$ cat config.mk
export PLATFORM = sky130hd
export DESIGN_NAME = pipeline_ctrl
export DESIGN_NICKNAME = d
export VERILOG_FILES = /design/src/rtl/riscv_pkg.sv /design/src/rtl/mem_wait_fsm.sv /design/src/rtl/pipeline_ctrl.sv
export SDC_FILE = /design/constraint.sdc
export NUM_CORES = 1
export LEC_CHECK = 0
export CAP_MARGIN = 20
export CORE_MARGIN = 8
export CORE_UTILIZATION = 28
export CTS_CLUSTER_DIAMETER = 40
export DETAILED_ROUTE_END_ITERATION = 10
export PLACE_DENSITY = 0.86
export SLEW_MARGIN = 20
export SYNTH_ARGS = -nofsm -noshare
export SYNTH_HDL_FRONTEND = slang
export SYNTH_SLANG_ARGS = --single-unit
$ cat constraint.sdc
create_clock -name clk -period 2.5 [get_ports clk]
set_input_delay 0.375 -clock clk [delete_from_list [all_inputs] [get_ports clk]]
set_output_delay 0.375 -clock clk [all_outputs]
set_load 0.005 [all_outputs]
$ cat src/rtl/riscv_pkg.sv
// Shared RV32I pipeline definitions: opcode constants and the memory-wait FSM state encoding.
package riscv_pkg;

  localparam logic [6:0] OP_LOAD   = 7'b0000011;
  localparam logic [6:0] OP_STORE  = 7'b0100011;
  localparam logic [6:0] OP_BRANCH = 7'b1100011;
  localparam logic [6:0] OP_RTYPE  = 7'b0110011;
  localparam logic [6:0] OP_LUI    = 7'b0110111;
  localparam logic [6:0] OP_AUIPC  = 7'b0010111;
  localparam logic [6:0] OP_JAL    = 7'b1101111;

  typedef logic [0:0] mem_state_t;
  localparam mem_state_t RUN  = 1'b0;
  localparam mem_state_t WAIT = 1'b1;

endpackage

$ cat src/rtl/mem_wait_fsm.sv
// Memory-wait sequencer: holds the pipeline while an M-stage data access is outstanding,
// releasing on ack or after MEM_TIMEOUT stall cycles (flagged by mem_err).
module mem_wait_fsm
  import riscv_pkg::*;
#(
  parameter int MEM_TIMEOUT = 16
) (
  input  logic       clk,
  input  logic       rst_n,
  input  logic       DmemReqM,
  input  logic       DmemAckM,
  output logic       mem_stall,
  output logic       mem_err,
  output mem_state_t state
);

  localparam int CW = $clog2(MEM_TIMEOUT + 1);
  localparam logic [CW-1:0] TIMEOUT_VAL = CW'(MEM_TIMEOUT);

  // Handshake: DmemReqM stays high while the M access is pending; DmemAckM marks the
  // cycle the access completes (same cycle as the request for a zero-wait access).
  mem_state_t    state_nxt;
  logic [CW-1:0] wait_cnt;
  logic [CW-1:0] wait_cnt_nxt;

  always_comb begin
    state_nxt    = state;
    wait_cnt_nxt = wait_cnt;
    mem_stall    = 1'b0;
    mem_err      = 1'b0;
    case (state)
      RUN: begin
        if (DmemReqM && !DmemAckM) begin
          mem_stall    = 1'b1;
          wait_cnt_nxt = CW'(1);
          state_nxt    = WAIT;
        end
      end
      default: begin
        if (DmemAckM) begin
          wait_cnt_nxt = '0;
          state_nxt    = RUN;
        end else if (wait_cnt == TIMEOUT_VAL) begin
          mem_err      = 1'b1;
          wait_cnt_nxt = '0;
          state_nxt    = RUN;
        end else begin
          mem_stall    = 1'b1;
          wait_cnt_nxt = wait_cnt + CW'(1);
        end
      end
    endcase
  end

  always_ff @(posedge clk) begin
    if (!rst_n) begin
      state    <= RUN;
      wait_cnt <= '0;
    end else begin
      state    <= state_nxt;
      wait_cnt <= wait_cnt_nxt;
    end
  end

endmodule

$ cat src/rtl/pipeline_ctrl.sv
// Stall/flush sequencer for the 5-stage RV32I pipeline (load-use, taken branch, memory wait).
// Optional perf counters StallCnt/FlushCnt are built when PIPE_CTRL_PERF_EN is defined.
module pipeline_ctrl
  import riscv_pkg::*;
#(
  parameter int MEM_TIMEOUT = 16
) (
  input  logic        clk,
  input  logic        rst_n,
  input  logic [31:0] InstrD,
  input  logic [31:0] InstrE,
  input  logic        BranchTakenE,
  input  logic        DmemReqM,
  input  logic        DmemAckM,
  output logic        StallF,
  output logic        StallD,
  output logic        StallE,
  output logic        StallM,
  output logic        FlushD,
  output logic        FlushE,
  output logic        FlushW,
  output logic        MemErrM,
`ifdef PIPE_CTRL_PERF_EN
  output logic [31:0] StallCnt,
  output logic [31:0] FlushCnt,
`endif
  output mem_state_t  mem_state
);

  logic [4:0] rs1D, rs2D, rdE;
  logic [6:0] opD, opE;
  logic       reads_rs1, reads_rs2, load_use;
  logic       mem_stall, mem_err;

  assign rs1D = InstrD[19:15];
  assign rs2D = InstrD[24:20];
  assign rdE  = InstrE[11:7];
  assign opD  = InstrD[6:0];
  assign opE  = InstrE[6:0];

  assign reads_rs1 = (opD != OP_LUI) && (opD != OP_AUIPC) && (opD != OP_JAL);
  assign reads_rs2 = (opD == OP_RTYPE) || (opD == OP_STORE) || (opD == OP_BRANCH);
  assign load_use  = (opE == OP_LOAD) && (rdE != 5'd0) &&
                     ((reads_rs1 && (rs1D == rdE)) || (reads_rs2 && (rs2D == rdE)));

  mem_wait_fsm #(.MEM_TIMEOUT(MEM_TIMEOUT)) u_mem_wait (
    .clk       (clk),
    .rst_n     (rst_n),
    .DmemReqM  (DmemReqM),
    .DmemAckM  (DmemAckM),
    .mem_stall (mem_stall),
    .mem_err   (mem_err),
    .state     (mem_state)
  );

  // A frozen E keeps BranchTakenE high, so a branch under MemStall flushes on release.
  always_comb begin
    StallF = 1'b0;
    StallD = 1'b0;
    StallE = 1'b0;
    StallM = 1'b0;
    FlushD = 1'b0;
    FlushE = 1'b0;
    FlushW = 1'b0;
    if (rst_n) begin
      if (mem_stall) begin
        StallF = 1'b1;
        StallD = 1'b1;
        StallE = 1'b1;
        StallM = 1'b1;
        FlushW = 1'b1;
      end else if (BranchTakenE) begin
        FlushD = 1'b1;
        FlushE = 1'b1;
      end else if (load_use) begin
        StallF = 1'b1;
        StallD = 1'b1;
        FlushE = 1'b1;
      end
    end
  end

  assign MemErrM = rst_n && mem_err;

`ifdef PIPE_CTRL_PERF_EN
  always_ff @(posedge clk) begin
    if (!rst_n) begin
      StallCnt <= '0;
      FlushCnt <= '0;
    end else begin
      if (StallF) StallCnt <= StallCnt + 32'd1;
      if (FlushD) FlushCnt <= FlushCnt + 32'd1;
    end
  end
`endif

endmodule

==> run_summary.xml, run 1 <==
<?xml version="1.0" encoding="UTF-8"?>
<metrics>
  <group name="worst_setup_path">
    <metric name="timing.critical_path.arrival" unit="ns">2.05</metric>
    <metric name="timing.critical_path.from_type" unit="">flip-flop</metric>
    <metric name="endpoint_kind" unit="">output port</metric>
    <metric name="timing.setup.critical_path_class" unit="">reg -&gt; out</metric>
    <metric name="crit_path_cell_trace" unit="">inv_2 -&gt; ha_1 -&gt; nand4bb_1 -&gt; a21oi_2 -&gt; nor3b_2 -&gt; buf_4 -&gt; clkdlybuf4s50_1</metric>
    <metric name="worst-endpoint-required" unit="ns">2.12</metric>
    <metric name="cpPeakStageDelay" unit="ns">0.50</metric>
    <metric name="path_max_fanout" unit="">4</metric>
    <metric name="worst_path_max_delay_cell" unit="">sky130_fd_sc_hd__clkdlybuf4s50_1</metric>
  </group>
  <group name="hold_path">
    <metric name="min_path_type" unit="">reg -&gt; reg</metric>
  </group>
  <group name="synthesis">
    <metric name="synth_flop_cell" unit="">sky130_fd_sc_hd__dfxtp_1</metric>
    <metric name="synth_top_family_by_area" unit="">simple AND/OR/NAND/NOR gates</metric>
    <metric name="synth-edff-count" unit="">0</metric>
    <metric name="muxShareOfSynthArea" unit="">0</metric>
    <metric name="seq_area_frac_synth" unit="">0.1920</metric>
    <metric name="post_synth_xor_area_fraction" unit="">0.1400</metric>
    <metric name="synth_compound_area_frac" unit="">0.2040</metric>
    <metric name="synth_adder_area_share" unit="">0.04000</metric>
    <metric name="asyncSetResetFlopFracSynth" unit="">0</metric>
    <metric name="netlist_area" unit="um^2">625.6</metric>
    <metric name="avgSynthCellArea" unit="um^2">8.021</metric>
    <metric name="yosysWarnings" unit="">0</metric>
    <metric name="netlist-cell-type-count" unit="">35</metric>
    <metric name="netlist_instances" unit="">78</metric>
    <metric name="mappedNetlistNets" unit="">149</metric>
    <metric name="ys_ff_latch" unit="">6</metric>
    <metric name="synth-simple-area-share" unit="">0.3440</metric>
  </group>
  <group name="routing">
    <metric name="route.antenna.remaining_nets" unit="">0</metric>
    <metric name="route.detailed.wl_per_inst" unit="um">14.16</metric>
    <metric name="totalWireLength" unit="mm">2.238</metric>
    <metric name="drt_iter0_drc" unit="">28</metric>
    <metric name="route.detailed.vias_per_inst" unit="">4.867</metric>
    <metric name="route.vias.total" unit="">769</metric>
    <metric name="detail_route.drc_violations" unit="">0</metric>
    <metric name="drt_pass1_iterations" unit="">4</metric>
  </group>
  <group name="placed_design">
    <metric name="place_worst_setup_slack" unit="ns">-0.2343</metric>
    <metric name="hpwlAfterDp" unit="mm">1.920</metric>
    <metric name="post_placement_cell_count" unit="">153</metric>
    <metric name="globalplace.congestion" unit="">0.7816</metric>
    <metric name="place.port_buffers" unit="">42</metric>
  </group>
  <group name="grt">
    <metric name="grt_antenna_before_repair" unit="">0</metric>
    <metric name="grt_pass1_vias" unit="">866</metric>
    <metric name="grt.overflow.total" unit="">0</metric>
    <metric name="grt_first_pass_wirelength" unit="mm">3.588</metric>
    <metric name="track_usage" unit="">0.1104</metric>
    <metric name="grt_max_degree" unit="">11</metric>
  </group>
  <group name="die">
    <metric name="die-width" unit="um">63.27</metric>
    <metric name="number_of_cell_rows" unit="">17</metric>
    <metric name="fp.dieH" unit="um">63.27</metric>
    <metric name="io-pin-count" unit="">78</metric>
    <metric name="fp.dieArea" unit="um^2">4003</metric>
    <metric name="coreArea" unit="um^2">2170</metric>
    <metric name="initial_core_util" unit="">0.2884</metric>
  </group>
  <group name="clock_network">
    <metric name="cts_buffer_count" unit="">3</metric>
    <metric name="clock-sinks" unit="">6</metric>
    <metric name="clock_network_latency_to_the_later_pin_of_the_worst_skew_pair" unit="ns">0.25</metric>
    <metric name="post_cts_hold_buffer_count" unit="">0</metric>
    <metric name="cts.htree.levels" unit="">1</metric>
    <metric name="tritoncts" unit="">built</metric>
    <metric name="cts.path.max_buffers" unit="">2</metric>
    <metric name="clock-root-buffer" unit="">sky130_fd_sc_hd__clkbuf_4</metric>
    <metric name="clkTransAtPathRegs" unit="ns">0.05</metric>
  </group>
  <group name="pwr">
    <metric name="power_density" unit="nW/um^2">277.8</metric>
    <metric name="total_power" unit="uW">323.3</metric>
    <metric name="power.ir.vdd_worst" unit="mV">0.1943</metric>
    <metric name="power.leakage" unit="uW">0.0005012</metric>
  </group>
  <group name="timing">
    <metric name="min_period_over_period" unit="">0.9713</metric>
    <metric name="max_slew_margin_vs_limit" unit="">0.8037</metric>
    <metric name="max_slew.worst_pin.slew" unit="ns">0.2922</metric>
    <metric name="setup-violations-final" unit="">0</metric>
    <metric name="max_slew_violation_count" unit="">0</metric>
    <metric name="max_freq" unit="MHz">411.8</metric>
    <metric name="fin_crit" unit="ns">2.428</metric>
    <metric name="timing_hold_violations_final" unit="">0</metric>
    <metric name="fin_skew" unit="ns">0.0004808</metric>
    <metric name="final.setup.worst_slack" unit="ns">0.07168</metric>
  </group>
  <group name="finish">
    <metric name="num-nets-final" unit="">203</metric>
    <metric name="instances_no_fill" unit="">158</metric>
    <metric name="antennaDiodeCount" unit="">0</metric>
    <metric name="mostFrequentLayoutCell" unit="">sky130_fd_sc_hd__clkdlybuf4s50_1</metric>
    <metric name="mostFrequentLayoutCells" unit="">sky130_fd_sc_hd__clkdlybuf4s50_1 (36), sky130_fd_sc_hd__buf_4 (12), sky130_fd_sc_hd__xor2_1 (8)</metric>
    <metric name="post_route_cells_drive_above_1_share" unit="">0.1615</metric>
    <metric name="area_overhead_of_the_layout_relative_to_synthesis" unit="%">86.00</metric>
  </group>
  <group name="outcome">
    <metric name="run_status" unit="">completed</metric>
  </group>
  <group name="job">
    <metric name="cap_viol_max_count" unit="">0</metric>
  </group>
</metrics>
layer usage:
metal	routed length [um]	global-route usage	share of wire
met4	23	0.05850	0.010
met2	1302	0.2241	0.58
met5	0	0	0
met3	129	0.04417	0.058
met1	782	0.08551	0.35
registers in the layout (all words and copies together) (netlist names):
signal	cells
u_mem_wait.wait_cnt	5
u_mem_wait.state	1
cell type report:
type / count / area (um^2)
Tap cell: 28 / 35.03
Clock buffer: 3 / 22.52
Inverter: 5 / 18.77
Multi-Input combinational cell: 62 / 464.2
Fill cell: 215 / 1006
Timing Repair Buffer: 54 / 503.0
Sequential cell: 6 / 120.1
cell usage after synthesis (3+ instances only):
cell type / count / share of area
sky130_fd_sc_hd__a21oi_1: 3 / 0.024
sky130_fd_sc_hd__buf_4: 3 / 0.036
sky130_fd_sc_hd__dfxtp_1: 6 / 0.19
sky130_fd_sc_hd__inv_1: 5 / 0.030
sky130_fd_sc_hd__nand3_1: 4 / 0.032
sky130_fd_sc_hd__nor2_1: 4 / 0.024
sky130_fd_sc_hd__nor2b_1: 3 / 0.030
sky130_fd_sc_hd__nor3b_1: 5 / 0.060
sky130_fd_sc_hd__o211a_1: 3 / 0.048
sky130_fd_sc_hd__xor2_1: 8 / 0.11
worst max-delay path: cells and delay by family, from the launching register on:
family          cells  cell delay (ns)
buf+inv             3             0.71
flops               1             0.37
simple gates        2             0.40
compound gates      1             0.12
fa+ha+maj           1             0.19
final timing paths:
kind                                         end  cells after the start                           startpoint  slack (ns)
max                                       StallM                      7  u_mem_wait.wait_cnt[0]$_SDFFE_PN0P_        0.07
min          u_mem_wait.wait_cnt[2]$_SDFFE_PN0P_                      1  u_mem_wait.wait_cnt[2]$_SDFFE_PN0P_        0.58
max reg2reg  u_mem_wait.wait_cnt[4]$_SDFFE_PN0P_                      6  u_mem_wait.wait_cnt[0]$_SDFFE_PN0P_        0.99
min reg2reg  u_mem_wait.wait_cnt[2]$_SDFFE_PN0P_                      1  u_mem_wait.wait_cnt[2]$_SDFFE_PN0P_        0.58
power breakdown:
| group | switching (uW) | leakage [uW] | internal [uW] | total, uW |
|---|---|---|---|---|
| sequential | 3.33 | 0.0000487 | 98.2 | 102 |
| combinational | 45.1 | 0.000439 | 83.4 | 129 |
| clock | 38.7 | 0.0000138 | 54.6 | 93.3 |
logic make-up (layout without fill, tap and decap cells):
kind of cell	after synthesis	in the layout
xor gates and xnor gates	10	10
DFF	6	6
adders and majority gates	2	2
buffers and inverters	10	62
AOI/OAI and AO/OA	16	16
and+or+nand+nor	34	34
what timing repair did:
item / 4_1_cts / 5_1_grt
gates resized for setup: 9 / 3
endpoints found under the hold margin: 0 / 0
setup buffers: 1 / 1
endpoints found under the setup margin: 4 / 7
pin swaps: 2 / 2
per-stage QoR:
stage	util	area, um^2	TNS (ns)	hold WS, ns
after floorplan	-	625.6	0	0.4511
after global placement	0.5185	1125	-0.7285	0.5434
after detailed placement	0.5185	1125	-0.6990	0.5602
after CTS	0.5294	1149	0	0.5732
after global routing	0.5363	1164	-0.06005	0.6075
final	0.5363	1164	0	0.5767
No activity file was read; power rests on OpenSTA's default activity.
==> run 2: changes to the inputs <==
Settings changed: CTS_CLUSTER_SIZE set to 10.
==> results of run 2 <==
No change in the layout: final DEF, timing and power equal those of run 1.
